--- src/rtl/video_timing_compositor.sv ---
// Raster timing generator, PIPE_DELAY-aligned sync/blank/DE delay line and fixed-priority layer compositor.
// Optional colour-bar test pattern: define VIDEO_TEST_PATTERN_EN to add the test_pattern input.
module video_timing_compositor #(
  parameter int H_ACTIVE   = 360,
  parameter int H_FP       = 16,
  parameter int H_SYNC     = 32,
  parameter int H_BP       = 48,
  parameter int V_ACTIVE   = 360,
  parameter int V_FP       = 4,
  parameter int V_SYNC     = 4,
  parameter int V_BP       = 12,
  parameter int PIPE_DELAY = 2,
  parameter int NUM_LAYERS = 2,
  parameter int CW         = 10
) (
  input  logic                    clk_vid_32_768,
  input  logic                    reset_n,
`ifdef VIDEO_TEST_PATTERN_EN
  input  logic                    test_pattern,
`endif
  input  logic [24*NUM_LAYERS-1:0] layer_rgb,
  input  logic [NUM_LAYERS-1:0]   layer_en,
  output logic [CW-1:0]           video_x,
  output logic [CW-1:0]           video_y,
  output logic                    hsync,
  output logic                    vsync,
  output logic                    hblank,
  output logic                    vblank,
  output logic                    de,
  output logic [23:0]             rgb,
  output logic                    frame_start,
  output logic                    line_start
);

  localparam int H_TOTAL  = H_ACTIVE + H_FP + H_SYNC + H_BP;
  localparam int V_TOTAL  = V_ACTIVE + V_FP + V_SYNC + V_BP;
  localparam int HS_START = H_ACTIVE + H_FP;
  localparam int HS_END   = HS_START + H_SYNC;
  localparam int VS_START = V_ACTIVE + V_FP;
  localparam int VS_END   = VS_START + V_SYNC;
  localparam logic [CW-1:0] H_LAST = CW'(H_TOTAL - 1);
  localparam logic [CW-1:0] V_LAST = CW'(V_TOTAL - 1);

  if (H_TOTAL > 2**CW || V_TOTAL > 2**CW) begin : g_bad_cw
    $error("video_timing_compositor: H_TOTAL/V_TOTAL do not fit in CW bits");
  end
  if (PIPE_DELAY < 1 || PIPE_DELAY > 8) begin : g_bad_delay
    $error("video_timing_compositor: PIPE_DELAY must be 1..8");
  end
  if (NUM_LAYERS < 1 || NUM_LAYERS > 8) begin : g_bad_layers
    $error("video_timing_compositor: NUM_LAYERS must be 1..8");
  end

  typedef struct packed {
    logic hs;
    logic vs;
    logic hb;
    logic vb;
    logic de;
    logic fs;
    logic ls;
  } tim_t;

  localparam tim_t TIM_BLANK = '{hs: 1'b0, vs: 1'b0, hb: 1'b1, vb: 1'b1,
                                 de: 1'b0, fs: 1'b0, ls: 1'b0};

  // Highest-index enabled layer wins; layer 0 doubles as the background.
  function automatic logic [23:0] composite(input logic [24*NUM_LAYERS-1:0] pix,
                                            input logic [NUM_LAYERS-1:0] en);
    logic [23:0] sel;
    sel = pix[23:0];
    for (int i = 0; i < NUM_LAYERS; i++)
      if (en[i]) sel = pix[24*i +: 24];
    return sel;
  endfunction

`ifdef VIDEO_TEST_PATTERN_EN
  function automatic logic [23:0] bar_colour(input logic [CW-1:0] x);
    int bar;
    bar = (int'(x) * 8) / H_ACTIVE;
    case (bar)
      0:       return 24'hFFFFFF;
      1:       return 24'hFFFF00;
      2:       return 24'h00FFFF;
      3:       return 24'h00FF00;
      4:       return 24'hFF00FF;
      5:       return 24'hFF0000;
      6:       return 24'h0000FF;
      default: return 24'h000000;
    endcase
  endfunction
`endif

  logic [CW-1:0] x_cnt;
  logic [CW-1:0] y_cnt;
  tim_t          raw;
  tim_t          tim_pd [PIPE_DELAY];
  logic          de_a;

  // Stage p0: raster counters issued to the layer sources
  always_ff @(posedge clk_vid_32_768) begin
    if (!reset_n) begin
      x_cnt <= '0;
      y_cnt <= '0;
    end else if (x_cnt == H_LAST) begin
      x_cnt <= '0;
      y_cnt <= (y_cnt == V_LAST) ? '0 : y_cnt + CW'(1);
    end else begin
      x_cnt <= x_cnt + CW'(1);
    end
  end

  always_comb begin
    raw    = TIM_BLANK;
    raw.hb = int'(x_cnt) >= H_ACTIVE;
    raw.vb = int'(y_cnt) >= V_ACTIVE;
    raw.hs = int'(x_cnt) >= HS_START && int'(x_cnt) < HS_END;
    raw.vs = int'(y_cnt) >= VS_START && int'(y_cnt) < VS_END;
    raw.de = !raw.hb && !raw.vb;
    raw.fs = x_cnt == '0 && y_cnt == '0;
    raw.ls = x_cnt == '0;
  end

  // Stages p1..pPIPE_DELAY: timing delay line, flushed to blank on reset
  always_ff @(posedge clk_vid_32_768) begin
    if (!reset_n) begin
      for (int i = 0; i < PIPE_DELAY; i++) tim_pd[i] <= TIM_BLANK;
    end else begin
      tim_pd[0] <= raw;
      for (int i = 1; i < PIPE_DELAY; i++) tim_pd[i] <= tim_pd[i-1];
    end
  end

  // The rgb register samples one stage ahead of the timing outputs.
  if (PIPE_DELAY == 1) begin : g_de_raw
    assign de_a = raw.de;
  end else begin : g_de_dly
    assign de_a = tim_pd[PIPE_DELAY-2].de;
  end

`ifdef VIDEO_TEST_PATTERN_EN
  logic          tp_a;
  logic [CW-1:0] x_a;

  if (PIPE_DELAY == 1) begin : g_tp_raw
    assign tp_a = test_pattern;
    assign x_a  = x_cnt;
  end else begin : g_tp_dly
    logic          tp_d [PIPE_DELAY-1];
    logic [CW-1:0] x_d  [PIPE_DELAY-1];
    always_ff @(posedge clk_vid_32_768) begin
      tp_d[0] <= test_pattern;
      x_d[0]  <= x_cnt;
      for (int i = 1; i < PIPE_DELAY - 1; i++) begin
        tp_d[i] <= tp_d[i-1];
        x_d[i]  <= x_d[i-1];
      end
    end
    assign tp_a = tp_d[PIPE_DELAY-2];
    assign x_a  = x_d[PIPE_DELAY-2];
  end
`endif

  // Output stage: composited pixel, aligned with the delayed de
  always_ff @(posedge clk_vid_32_768) begin
    if (!reset_n)  rgb <= '0;
    else if (!de_a) rgb <= '0;
`ifdef VIDEO_TEST_PATTERN_EN
    else if (tp_a) rgb <= bar_colour(x_a);
`endif
    else           rgb <= composite(layer_rgb, layer_en);
  end

  assign video_x     = x_cnt;
  assign video_y     = y_cnt;
  assign hsync       = tim_pd[PIPE_DELAY-1].hs;
  assign vsync       = tim_pd[PIPE_DELAY-1].vs;
  assign hblank      = tim_pd[PIPE_DELAY-1].hb;
  assign vblank      = tim_pd[PIPE_DELAY-1].vb;
  assign de          = tim_pd[PIPE_DELAY-1].de;
  assign frame_start = tim_pd[PIPE_DELAY-1].fs;
  assign line_start  = tim_pd[PIPE_DELAY-1].ls;

endmodule

--- config.mk ---
export PLATFORM = sky130hd
export DESIGN_NAME = video_timing_compositor
export DESIGN_NICKNAME = d
export VERILOG_FILES = /design/src/rtl/video_timing_compositor.sv
export SDC_FILE = /design/constraint.sdc
export NUM_CORES = 1
export LEC_CHECK = 0
export CORE_MARGIN = 3
export CORE_UTILIZATION = 40
export CTS_BUF_LIST = sky130_fd_sc_hd__clkbuf_16
export DETAILED_ROUTE_END_ITERATION = 10
export GPL_TIMING_DRIVEN = 0
export PLACE_DENSITY = 0.83
export SETUP_SLACK_MARGIN = 0.05
export SLEW_MARGIN = 20
export SYNTH_ARGS = -nofsm -noshare
export SYNTH_HDL_FRONTEND = slang
export SYNTH_SLANG_ARGS = --single-unit
--- constraint.sdc ---
create_clock -name clk_vid_32_768 -period 5.5 [get_ports clk_vid_32_768]
set_input_delay 1.1 -clock clk_vid_32_768 [delete_from_list [all_inputs] [get_ports clk_vid_32_768]]
set_output_delay 1.1 -clock clk_vid_32_768 [all_outputs]
set_load 0.005 [all_outputs]
==> results of run 1 <==
## final cells by class
class | count | area, sq um
fill | 441 | 1670
sequential | 58 | 1160
multi-input combinational | 158 | 1010
timing repair buffer | 100 | 1000
clock buffer | 9 | 225
tap | 70 | 87.6
buffer | 12 | 53.8
inverter | 8 | 30.0
clock inverter | 6 | 27.5
## cells in the final DEF, fill, tap and decap left out, types with 2 or more instances in the layout
cell,instances
sky130_fd_sc_hd__a21oi_1,5
sky130_fd_sc_hd__and2_1,4
sky130_fd_sc_hd__and3_1,2
sky130_fd_sc_hd__clkbuf_1,10
sky130_fd_sc_hd__clkbuf_16,9
sky130_fd_sc_hd__clkdlybuf4s50_1,100
sky130_fd_sc_hd__clkinv_1,2
sky130_fd_sc_hd__dfxtp_1,58
sky130_fd_sc_hd__ha_1,4
sky130_fd_sc_hd__inv_1,10
sky130_fd_sc_hd__mux2i_1,25
sky130_fd_sc_hd__nand2_1,12
sky130_fd_sc_hd__nand2b_1,3
sky130_fd_sc_hd__nand3_1,7
sky130_fd_sc_hd__nand4_1,4
sky130_fd_sc_hd__nor2_1,46
sky130_fd_sc_hd__nor3_1,5
sky130_fd_sc_hd__nor4_1,6
sky130_fd_sc_hd__o21ai_0,7
sky130_fd_sc_hd__or3_1,4
sky130_fd_sc_hd__xnor2_1,8
sky130_fd_sc_hd__xor2_1,3
## logic make-up after synthesis
logic type                 count (synthesis)
AOI/OAI and AO/OA                         17
xor gates and xnor gates                  11
adders and majority gates                  4
buffers and inverters                     20
DFF                                       58
muxes                                     25
and+or+nand+nor                          101
## sequential cells by signal, indices dropped and copies added, names as in the netlist
name     count
video_x     10
rgb         24
video_y     10
tim_pd      14
## metal layers
layer  GRT usage  vias up
li1            -     1021
met1       0.226      946
met2       0.317       81
met3      0.0710        7
met4      0.0946        0
met5           0        -
## power by group through the flow
stage	sequential (mW)	combinational (mW)	clock (mW)
after global routing	0.443	0.108	0.500
after floorplan	0.451	0.0312	0
after detailed placement	0.450	0.100	0
after CTS	0.442	0.101	0.478
after global placement	0.450	0.0981	0
final	0.442	0.0993	0.469
## metrics by stage
| step | instances | instance area [sq um] |
|---|---|---|
| detailed placement | 406 | 3340 |
| CTS | 421 | 3600 |
| global route | 421 | 3600 |
| global placement | 406 | 3340 |
| floorplan | 236 | 2250 |
| finish | 421 | 3600 |
## path summary, 6_finish.rpt
| kind | start | to | depth (start not counted) | slack [ps] |
|---|---|---|---|---|
| worst min-delay path | tim_pd[0][3] | tim_pd[0][10] | 1 | 400 |
| worst max-delay path | video_x[8] | video_x[8] | 1 | 3040 |
| worst min register to register | tim_pd[0][3] | tim_pd[0][10] | 1 | 400 |
| worst max register to register | video_x[8] | video_y[0] | 5 | 3140 |
==> flow_metrics.py, run 1 <==
metrics = {
    "sta": {
        "final_min_period_over_clock_period": 0.447,
        "final-max-slew-violation-count": 0,
        "hold_slack_ps": 401,
        "setup_viol_count_final": 0,
        "clock.fmax_mhz": 407,
        "worst_slack_ps": 3040,
        "slew_headroom": 0.515,
        "final.min_clock_period_ps": 2460,
        "finClkSkew_ps": 7.20,
        "unrepaired_setup_endpoints_after_global_routing": "false",
        "totalNegativeSetupSlack_ps": 0,
        "tightestPinTransition_ps": 727,
        "report.final.hold_viol_count": 0,
    },
    "cts": {
        "htreeDepth": 3,
        "clockRootBuffer": "sky130_fd_sc_hd__clkbuf_16",
        "cts_tree": "done",
        "post_cts_buffers": 0,
        "cts-hold-fix-buffers": 0,
        "max-clock-path-buffers": 2,
        "cts_resized": 0,
        "clock_latency_ps": 320,
        "cts_buffers": 9,
        "clkSlewWorstSetupHoldPaths_ps": 50,
        "cts_num_sinks": 58,
    },
    "global_route": {
        "grt_start_max_net_pins": 11,
        "grt_first_pass_wirelength_mm": 9.61,
        "track_usage": 0.195,
        "grt_antenna_before_repair": 0,
        "grt_remaining_overflow": 0,
        "grt_pass1_vias": 2001,
    },
    "pwr": {
        "seqPwrFrac": 0.437,
        "power.switching_mw": 0.215,
        "post_route_total_power_mw": 1.01,
        "power.combinational.fraction": 0.098,
        "ir_worst_vdd_mv": 0.163,
        "leakage_dissipation_nw": 1.42,
        "swShare": 0.212,
        "internal_power_mw": 0.796,
        "proportion_of_power_drawn_by_the_clock_network": 0.465,
        "powerDensity_nw_per_um2": 281,
    },
    "synth": {
        "yosysSeqAreaShare": 0.515,
        "synthDominantAreaCellType": "sky130_fd_sc_hd__dfxtp_1",
        "synth-compound-area-share": 0.0533,
        "synth.cells.most_frequent": "58 x sky130_fd_sc_hd__dfxtp_1, 46 x sky130_fd_sc_hd__nor2_1, 25 x sky130_fd_sc_hd__mux2i_1",
        "dominantRegCellSynth": "sky130_fd_sc_hd__dfxtp_1",
        "synth.most_common_cell": "sky130_fd_sc_hd__dfxtp_1",
        "postSynthAreaPerCell_sq_um": 9.55,
        "synth_top_family_by_area": "simple AND/OR/NAND/NOR gates",
        "synth_warnings": 0,
        "ys_top_cells_by_area": "sky130_fd_sc_hd__dfxtp_1 51%, sky130_fd_sc_hd__mux2i_1 11%, sky130_fd_sc_hd__nor2_1 7.7%",
        "synth_edf_count": 0,
        "mappedNetlistNets": 292,
        "synth_simple_gate_area_share": 0.219,
        "async_flop_share": 0,
        "muxShareOfSynthArea": 0.111,
        "yosys.area_share.adder": 0.0222,
        "number_of_distinct_library_cells_after_synthesis": 34,
        "synth_seq_cells": 58,
        "netlist_area_sq_um": 2250,
        "xor_xnor_share_of_the_synthesized_area": 0.0427,
        "syn_inst": 236,
        "yosys_top_cell_area_share": 0.515,
    },
    "final_layout": {
        "nNetsFinal": 403,
        "fin_util": 0.682,
        "drive_gt1_frac": 0.0456,
        "area_growth_syn_to_layout_pct": 59.5,
        "insertedDiodeCount": 0,
    },
    "critical_path": {
        "cp.required_ps": 4400,
        "path_buf_inv": 1,
        "timing.critical_path.slowest_stage_cell": "sky130_fd_sc_hd__clkdlybuf4s50_1",
        "critical_path_class": "reg -> out",
        "critical_path.cell_chain": "clkdlybuf4s50_1",
        "worst_setup_path_end_kind": "output port",
        "worst_ep_arrival_time_ps": 1360,
        "critical_path_peak_fanout": 8,
        "cp_slowest_stage_delay_ps": 560,
        "worst_path_dominant_cell_family": "buffers and inverters",
        "startpoint_kind_of_the_worst_setup_timing_path": "flop",
    },
    "die": {
        "floorplan.die_area_sq_um": 6570,
        "die-width_um": 81.1,
        "number_of_ports_placed_on_the_die_boundary": 103,
        "core_area_sq_um": 5270,
        "start_util": 0.428,
        "std_cell_rows": 26,
        "floorplan.die.height_um": 81.1,
    },
    "route": {
        "route.final.wire_length_mm": 6.07,
        "met3_wirelength_um": 583,
        "via_count": 2055,
        "drt_first_iter_violations": 58,
        "drtPass1Iterations": 4,
        "ant_nets": 0,
        "highest_layer": "met4",
        "drt_drc_violations_left": 0,
        "post_drt_wl_per_cell_um": 14.4,
        "met1_routed_length_mm": 2.58,
        "drt-vias-per-instance": 4.88,
        "met2RoutedLength_mm": 2.83,
    },
    "place": {
        "buffer_ports.inserted": 100,
        "place_ws_ps": 2920,
        "globalplace.congestion": 0.801,
        "detailedPlacementHpwl_mm": 4.62,
    },
    "flow_run": {
        "maxCapViolCount": 0,
    },
    "hold_path": {
        "hp-class": "reg -> reg",
    },
    "outcome": {
        "outcome": "finished clean",
    },
}
No activity file was read; power rests on OpenSTA's default activity.
==> run 2: changes to the inputs <==
==> constraint.sdc (replaced) <==
create_clock -name clk_vid_32_768 -period 2.38 [get_ports clk_vid_32_768]
set_input_delay 0.476 -clock clk_vid_32_768 [delete_from_list [all_inputs] [get_ports clk_vid_32_768]]
set_output_delay 0.476 -clock clk_vid_32_768 [all_outputs]
set_load 0.005 [all_outputs]
==> flow_metrics.py, run 2 (same netlist as run 1, synthesis figures left out) <==
metrics = {
    "cts": {
        "cts_buffers": 9,
        "cts_tree": "done",
        "clockRootBuffer": "sky130_fd_sc_hd__clkbuf_16",
        "clkSlewWorstSetupHoldPaths_ps": 50,
        "clock_latency_ps": 320,
        "htreeDepth": 3,
        "max-clock-path-buffers": 2,
        "cts-hold-fix-buffers": 0,
        "cts_num_sinks": 58,
    },
    "critical_path": {
        "critical_path.cell_chain": "or3b_1 -> or4_4 -> buf_6 -> o41ai_4 -> buf_4 -> nor2_1",
        "startpoint_kind_of_the_worst_setup_timing_path": "flop",
        "critical_path_class": "reg -> reg",
        "critical_path_peak_fanout": 8,
        "cp_slowest_stage_delay_ps": 510,
        "worst_ep_arrival_time_ps": 2430,
        "worst_setup_path_end_kind": "flop",
        "cp.required_ps": 2580,
        "r2r.worst_path.cells": 6,
        "timing.critical_path.slowest_stage_cell": "sky130_fd_sc_hd__or4_4",
    },
    "global_route": {
        "grt_antenna_before_repair": 0,
        "grt_pass1_vias": 2018,
        "grt_remaining_overflow": 0,
        "grt_start_max_net_pins": 11,
        "track_usage": 0.195,
        "grt_first_pass_wirelength_mm": 9.62,
    },
    "sta": {
        "final-max-slew-violation-count": 0,
        "final.min_clock_period_ps": 2230,
        "finClkSkew_ps": 7.55,
        "slew_headroom": 0.515,
        "tightestPinTransition_ps": 728,
        "final_min_period_over_clock_period": 0.938,
        "report.final.hold_viol_count": 0,
        "setup_viol_count_final": 0,
        "totalNegativeSetupSlack_ps": 0,
        "unrepaired_setup_endpoints_after_global_routing": "false",
        "clock.fmax_mhz": 448,
    },
    "die": {
        "core_area_sq_um": 5270,
        "number_of_ports_placed_on_the_die_boundary": 103,
        "die-width_um": 81.1,
        "start_util": 0.428,
        "floorplan.die.height_um": 81.1,
        "std_cell_rows": 26,
        "floorplan.die_area_sq_um": 6570,
    },
    "final_layout": {
        "largestRegisters": "rgb: 24 flops, tim_pd: 14 flops",
        "insertedDiodeCount": 0,
        "regMostFlops": "rgb",
        "nNetsFinal": 405,
        "most_common_library_cell_in_the_layout_ignoring_fill_and_taps": "sky130_fd_sc_hd__clkdlybuf4s50_1",
        "drive_gt1_frac": 0.0567,
        "most-common-layout-cells": "100 x sky130_fd_sc_hd__clkdlybuf4s50_1, 57 x sky130_fd_sc_hd__dfxtp_1, 46 x sky130_fd_sc_hd__nor2_1",
        "post-route-cell-area_sq_um": 3630,
        "largest_register_ffs": 24,
        "area_growth_syn_to_layout_pct": 60.9,
    },
    "pwr": {
        "swShare": 0.213,
        "proportion_of_power_drawn_by_the_clock_network": 0.464,
        "seqPwrFrac": 0.437,
        "ir_worst_vdd_mv": 0.378,
        "internal_power_mw": 1.84,
        "power.switching_mw": 0.499,
        "powerDensity_nw_per_um2": 645,
        "power.combinational.fraction": 0.100,
        "leakage_dissipation_nw": 1.43,
    },
    "route": {
        "drtPass1Iterations": 4,
        "drt_drc_violations_left": 0,
        "met2RoutedLength_mm": 2.92,
        "ant_nets": 0,
        "route.final.wire_length_mm": 6.21,
        "met1_routed_length_mm": 2.63,
        "via_count": 2075,
        "highest_layer": "met4",
        "drt-vias-per-instance": 4.91,
        "post_drt_wl_per_cell_um": 14.7,
        "met3_wirelength_um": 598,
        "drt_first_iter_violations": 52,
    },
    "place": {
        "globalplace.congestion": 0.801,
        "buffer_ports.inserted": 100,
        "detailedPlacementHpwl_mm": 4.62,
        "placedInstanceArea_sq_um": 3340,
    },
    "outcome": {
        "outcome": "finished clean",
    },
    "hold_path": {
        "worstHoldPathCells": 1,
        "hp-class": "reg -> reg",
    },
    "flow_run": {
        "maxCapViolCount": 0,
    },
}
run 2: cell count changes in the layout (fill, tap and decap cells not counted):
cell,before,now
sky130_fd_sc_hd__dfxtp_1,58,57
sky130_fd_sc_hd__dfxtp_2,0,1
sky130_fd_sc_hd__buf_4,0,2
sky130_fd_sc_hd__nand4bb_1,1,0
sky130_fd_sc_hd__nand4bb_4,0,1
run 2: power groups by stage:
| stage | Clock [mW] | Combinational [mW] | Sequential, mW |
|---|---|---|---|
| floorplan | 0 | 0.0722 | 1.04 |
| global placement | 0 | 0.227 | 1.04 |
| detailed placement | 0 | 0.231 | 1.04 |
| CTS | 1.11 | 0.235 | 1.02 |
| global route | 1.16 | 0.253 | 1.02 |
| finish | 1.09 | 0.233 | 1.02 |
run 2: final timing paths:
kind	to	slack, ps	start
max	video_y[0]	150	video_x[8]
min	tim_pd[0][10]	400	tim_pd[0][3]
max reg2reg	video_y[0]	150	video_x[8]
min reg2reg	tim_pd[0][10]	400	tim_pd[0][3]
run 2: per-layer routing:
layer | track usage | up-vias
met5 | 0 | -
met3 | 0.0698 | 8
li1 | - | 1025
met2 | 0.319 | 86
met4 | 0.0946 | 0
met1 | 0.226 | 956
run 2: final cells by class:
cell class | count | area (sq um)
Fill cell | 432 | 1640
Timing Repair Buffer | 102 | 1020
Multi-Input combinational cell | 158 | 1030
Inverter | 8 | 30.0
Sequential cell | 58 | 1160
Buffer | 12 | 53.8
Clock buffer | 9 | 225
Clock inverter | 6 | 27.5
Tap cell | 70 | 87.6
run 2: worst max-delay path, delay by kind of cell (launching register included):
kind	cells	cell delay, ps
flip-flops	1	410
buffers and inverters	2	370
AND/OR/NAND/NOR	3	1030
AO/OA/AOI/OAI	1	310
run 2: timing repair:
| item | 4_1_cts | 5_1_grt |
|---|---|---|
| gates resized for setup | 0 | 2 |
| buffers inserted | 2 | 0 |
| endpoints found under the setup margin | 8 | 8 |
| pin swaps | 1 | 0 |
run 2: per-stage QoR:
stage	hold slack, ps	power, mW	setup slack, ps	cells	util
after detailed placement	403	1.27	41.6	406	0.634
after global placement	397	1.27	103	406	0.634
final	404	2.34	148	423	0.689
after CTS	410	2.36	99.1	423	0.685
after floorplan	386	1.11	324	236	-
after global routing	438	2.44	77.6	423	0.689
==> run 3: changes to the inputs <==
--- a/config.mk
+++ b/config.mk
@@ -5,7 +5,6 @@
 export SDC_FILE = /design/constraint.sdc
 export NUM_CORES = 1
 export LEC_CHECK = 0
-export CORE_MARGIN = 3
 export CORE_UTILIZATION = 40
 export CTS_BUF_LIST = sky130_fd_sc_hd__clkbuf_16
 export DETAILED_ROUTE_END_ITERATION = 10
==> flow_metrics.py, run 3 (same netlist as run 1, synthesis figures left out) <==
metrics = {
    "outcome": {
        "outcome": "finished clean",
    },
    "global_route": {
        "grt_remaining_overflow": 0,
        "grt_pass1_vias": 1857,
        "grt_antenna_before_repair": 0,
        "track_usage": 0.206,
        "grt_first_pass_wirelength_mm": 9.29,
        "grt_start_max_net_pins": 11,
    },
    "sta": {
        "finClkSkew_ps": 5.60,
        "final-max-slew-violation-count": 0,
        "final_min_period_over_clock_period": 0.926,
        "totalNegativeSetupSlack_ps": 0,
        "tightestPinTransition_ps": 726,
        "report.final.hold_viol_count": 0,
        "unrepaired_setup_endpoints_after_global_routing": "false",
        "final.min_clock_period_ps": 2200,
        "slew_headroom": 0.516,
        "clock.fmax_mhz": 454,
        "setup_viol_count_final": 0,
    },
    "cts": {
        "clkSlewWorstSetupHoldPaths_ps": 50,
        "clock_latency_ps": 320,
        "cts_tree": "done",
        "cts_num_sinks": 58,
        "cts-hold-fix-buffers": 0,
        "htreeDepth": 3,
        "cts_buffers": 9,
        "max-clock-path-buffers": 2,
        "clockRootBuffer": "sky130_fd_sc_hd__clkbuf_16",
    },
    "route": {
        "drtPass1Iterations": 4,
        "post_drt_wl_per_cell_um": 13.9,
        "ant_nets": 0,
        "via_count": 2046,
        "drt-vias-per-instance": 4.85,
        "route.final.wire_length_mm": 5.88,
        "drt_drc_violations_left": 0,
        "drt_first_iter_violations": 74,
    },
    "critical_path": {
        "timing.reg2reg.setup_slack_ps": 180,
        "critical_path_class": "reg -> reg",
        "cp_slowest_stage_delay_ps": 470,
        "startpoint_kind_of_the_worst_setup_timing_path": "flop",
        "path_buf_inv": 2,
        "critical_path_peak_fanout": 8,
        "r2r.worst_path.cells": 7,
        "end_of_the_critical_path": "video_y[7]",
        "worst_ep_arrival_time_ps": 2400,
        "regToRegEndpoint": "video_y[7]",
        "timing.critical_path.slowest_stage_cell": "sky130_fd_sc_hd__or4_4",
        "critical_path.cell_chain": "ha_1 -> nand4bb_1 -> or4_4 -> buf_6 -> o41ai_4 -> buf_4 -> a21oi_1",
        "cp.required_ps": 2570,
        "r2r_start": "video_x[0]",
        "worst_path_dominant_cell_family": "simple AND/OR/NAND/NOR gates",
        "cp-startpoint": "video_x[0]",
        "worst_setup_path_end_kind": "flop",
        "worst-path-stages": 7,
    },
    "pwr": {
        "powerDensity_nw_per_um2": 645,
        "swShare": 0.209,
        "leakage_dissipation_nw": 1.42,
        "ir_worst_vdd_mv": 0.375,
        "power.combinational.fraction": 0.100,
        "seqPwrFrac": 0.440,
        "internal_power_mw": 1.84,
        "proportion_of_power_drawn_by_the_clock_network": 0.461,
        "power.switching_mw": 0.485,
    },
    "die": {
        "start_util": 0.428,
        "die-width_um": 77.1,
        "floorplan.die.height_um": 77.1,
        "core_area_sq_um": 5270,
        "number_of_ports_placed_on_the_die_boundary": 103,
        "std_cell_rows": 26,
        "floorplan.die_area_sq_um": 5940,
    },
    "final_layout": {
        "area_growth_syn_to_layout_pct": 59.9,
        "insertedDiodeCount": 0,
        "most-common-layout-cells": "100 x sky130_fd_sc_hd__clkdlybuf4s50_1, 57 x sky130_fd_sc_hd__dfxtp_1, 46 x sky130_fd_sc_hd__nor2_1",
        "layoutNonFillerInstCount": 422,
        "nNetsFinal": 404,
        "final.fill_count": 425,
        "post-route-cell-area_sq_um": 3600,
        "most_common_library_cell_in_the_layout_ignoring_fill_and_taps": "sky130_fd_sc_hd__clkdlybuf4s50_1",
        "regMostFlops": "rgb",
        "largestRegisters": "rgb: 24 flops, tim_pd: 14 flops",
        "drive_gt1_frac": 0.0511,
        "largest_register_ffs": 24,
    },
    "hold_path": {
        "hp-class": "reg -> reg",
        "worstHoldPathCells": 1,
    },
    "place": {
        "buffer_ports.inserted": 100,
        "globalplace.congestion": 0.830,
        "placedInstanceArea_sq_um": 3340,
        "placed_cells": 406,
        "detailedPlacementHpwl_mm": 4.35,
    },
    "flow_run": {
        "maxCapViolCount": 0,
    },
}
-- run 3: cell types whose count changed in the layout (fill, tap and decap cells not counted), sizes merged --
cell and delta:
buf -1
-- run 3: power by group through the flow --
stage	Sequential (mW)	Combinational [mW]	Clock (mW)
after floorplan	1.04	0.0722	0
after detailed placement	1.04	0.230	0
after global placement	1.04	0.227	0
final	1.02	0.232	1.07
after global routing	1.02	0.249	1.15
after CTS	1.02	0.233	1.09
-- run 3: worst min-delay path by stage --
stage | from | to | slack [ps]
after floorplan | tim_pd[0][3] | tim_pd[0][10] | 390
after global placement | tim_pd[0][3] | tim_pd[0][10] | 400
after detailed placement | tim_pd[0][4] | tim_pd[0][11] | 400
after CTS | tim_pd[0][4] | tim_pd[0][11] | 410
after global routing | tim_pd[0][3] | tim_pd[0][10] | 420
final | tim_pd[0][4] | tim_pd[0][11] | 410
-- run 3: area by class of cell --
| type | instances | area, sq um | area share |
|---|---|---|---|
| clock buffer | 9 | 225 | 0.0625 |
| timing repair buffer | 101 | 1010 | 0.280 |
| tap | 70 | 87.6 | 0.0243 |
| sequential | 58 | 1160 | 0.322 |
| clock inverter | 6 | 27.5 | 0.00764 |
| multi-input combinational | 158 | 1010 | 0.280 |
| buffer | 12 | 53.8 | 0.0149 |
| inverter | 8 | 30.0 | 0.00833 |
-- run 3: worst reg2reg max path, stage by stage, from the launching register on --
cell and delay (ps):
sky130_fd_sc_hd__dfxtp_1 390, sky130_fd_sc_hd__ha_1 270, sky130_fd_sc_hd__nand4bb_1 230, sky130_fd_sc_hd__or4_4 470
sky130_fd_sc_hd__buf_6 150, sky130_fd_sc_hd__o41ai_4 300, sky130_fd_sc_hd__buf_4 220, sky130_fd_sc_hd__a21oi_1 50
-- run 3: what timing repair did --
action	in CTS	in global routing
resized for setup	0	1
hold endpoints to repair	0	0
endpoints found under the setup margin	0	9
setup buffers	0	1
-- run 3: routing by layer --
metal / vias up / wire length, um / track usage
li1: 1025 / - / -
met1: 930 / 2540 / 0.233
met2: 86 / 2750 / 0.341
met3: 5 / 528 / 0.0738
met4: 0 / 61 / 0.104
met5: - / 0 / 0
-- run 3: per-stage QoR --
stage	worst slack (ps)	util	hold WS, ps	power, mW
2_1_floorplan	324	-	386	1.11
6_report	176	0.684	407	2.32
4_1_cts	62.4	0.682	411	2.35
3_3_place_gp	94.1	0.634	399	1.27
5_1_grt	50.6	0.684	425	2.42
3_5_place_dp	65.7	0.634	400	1.27
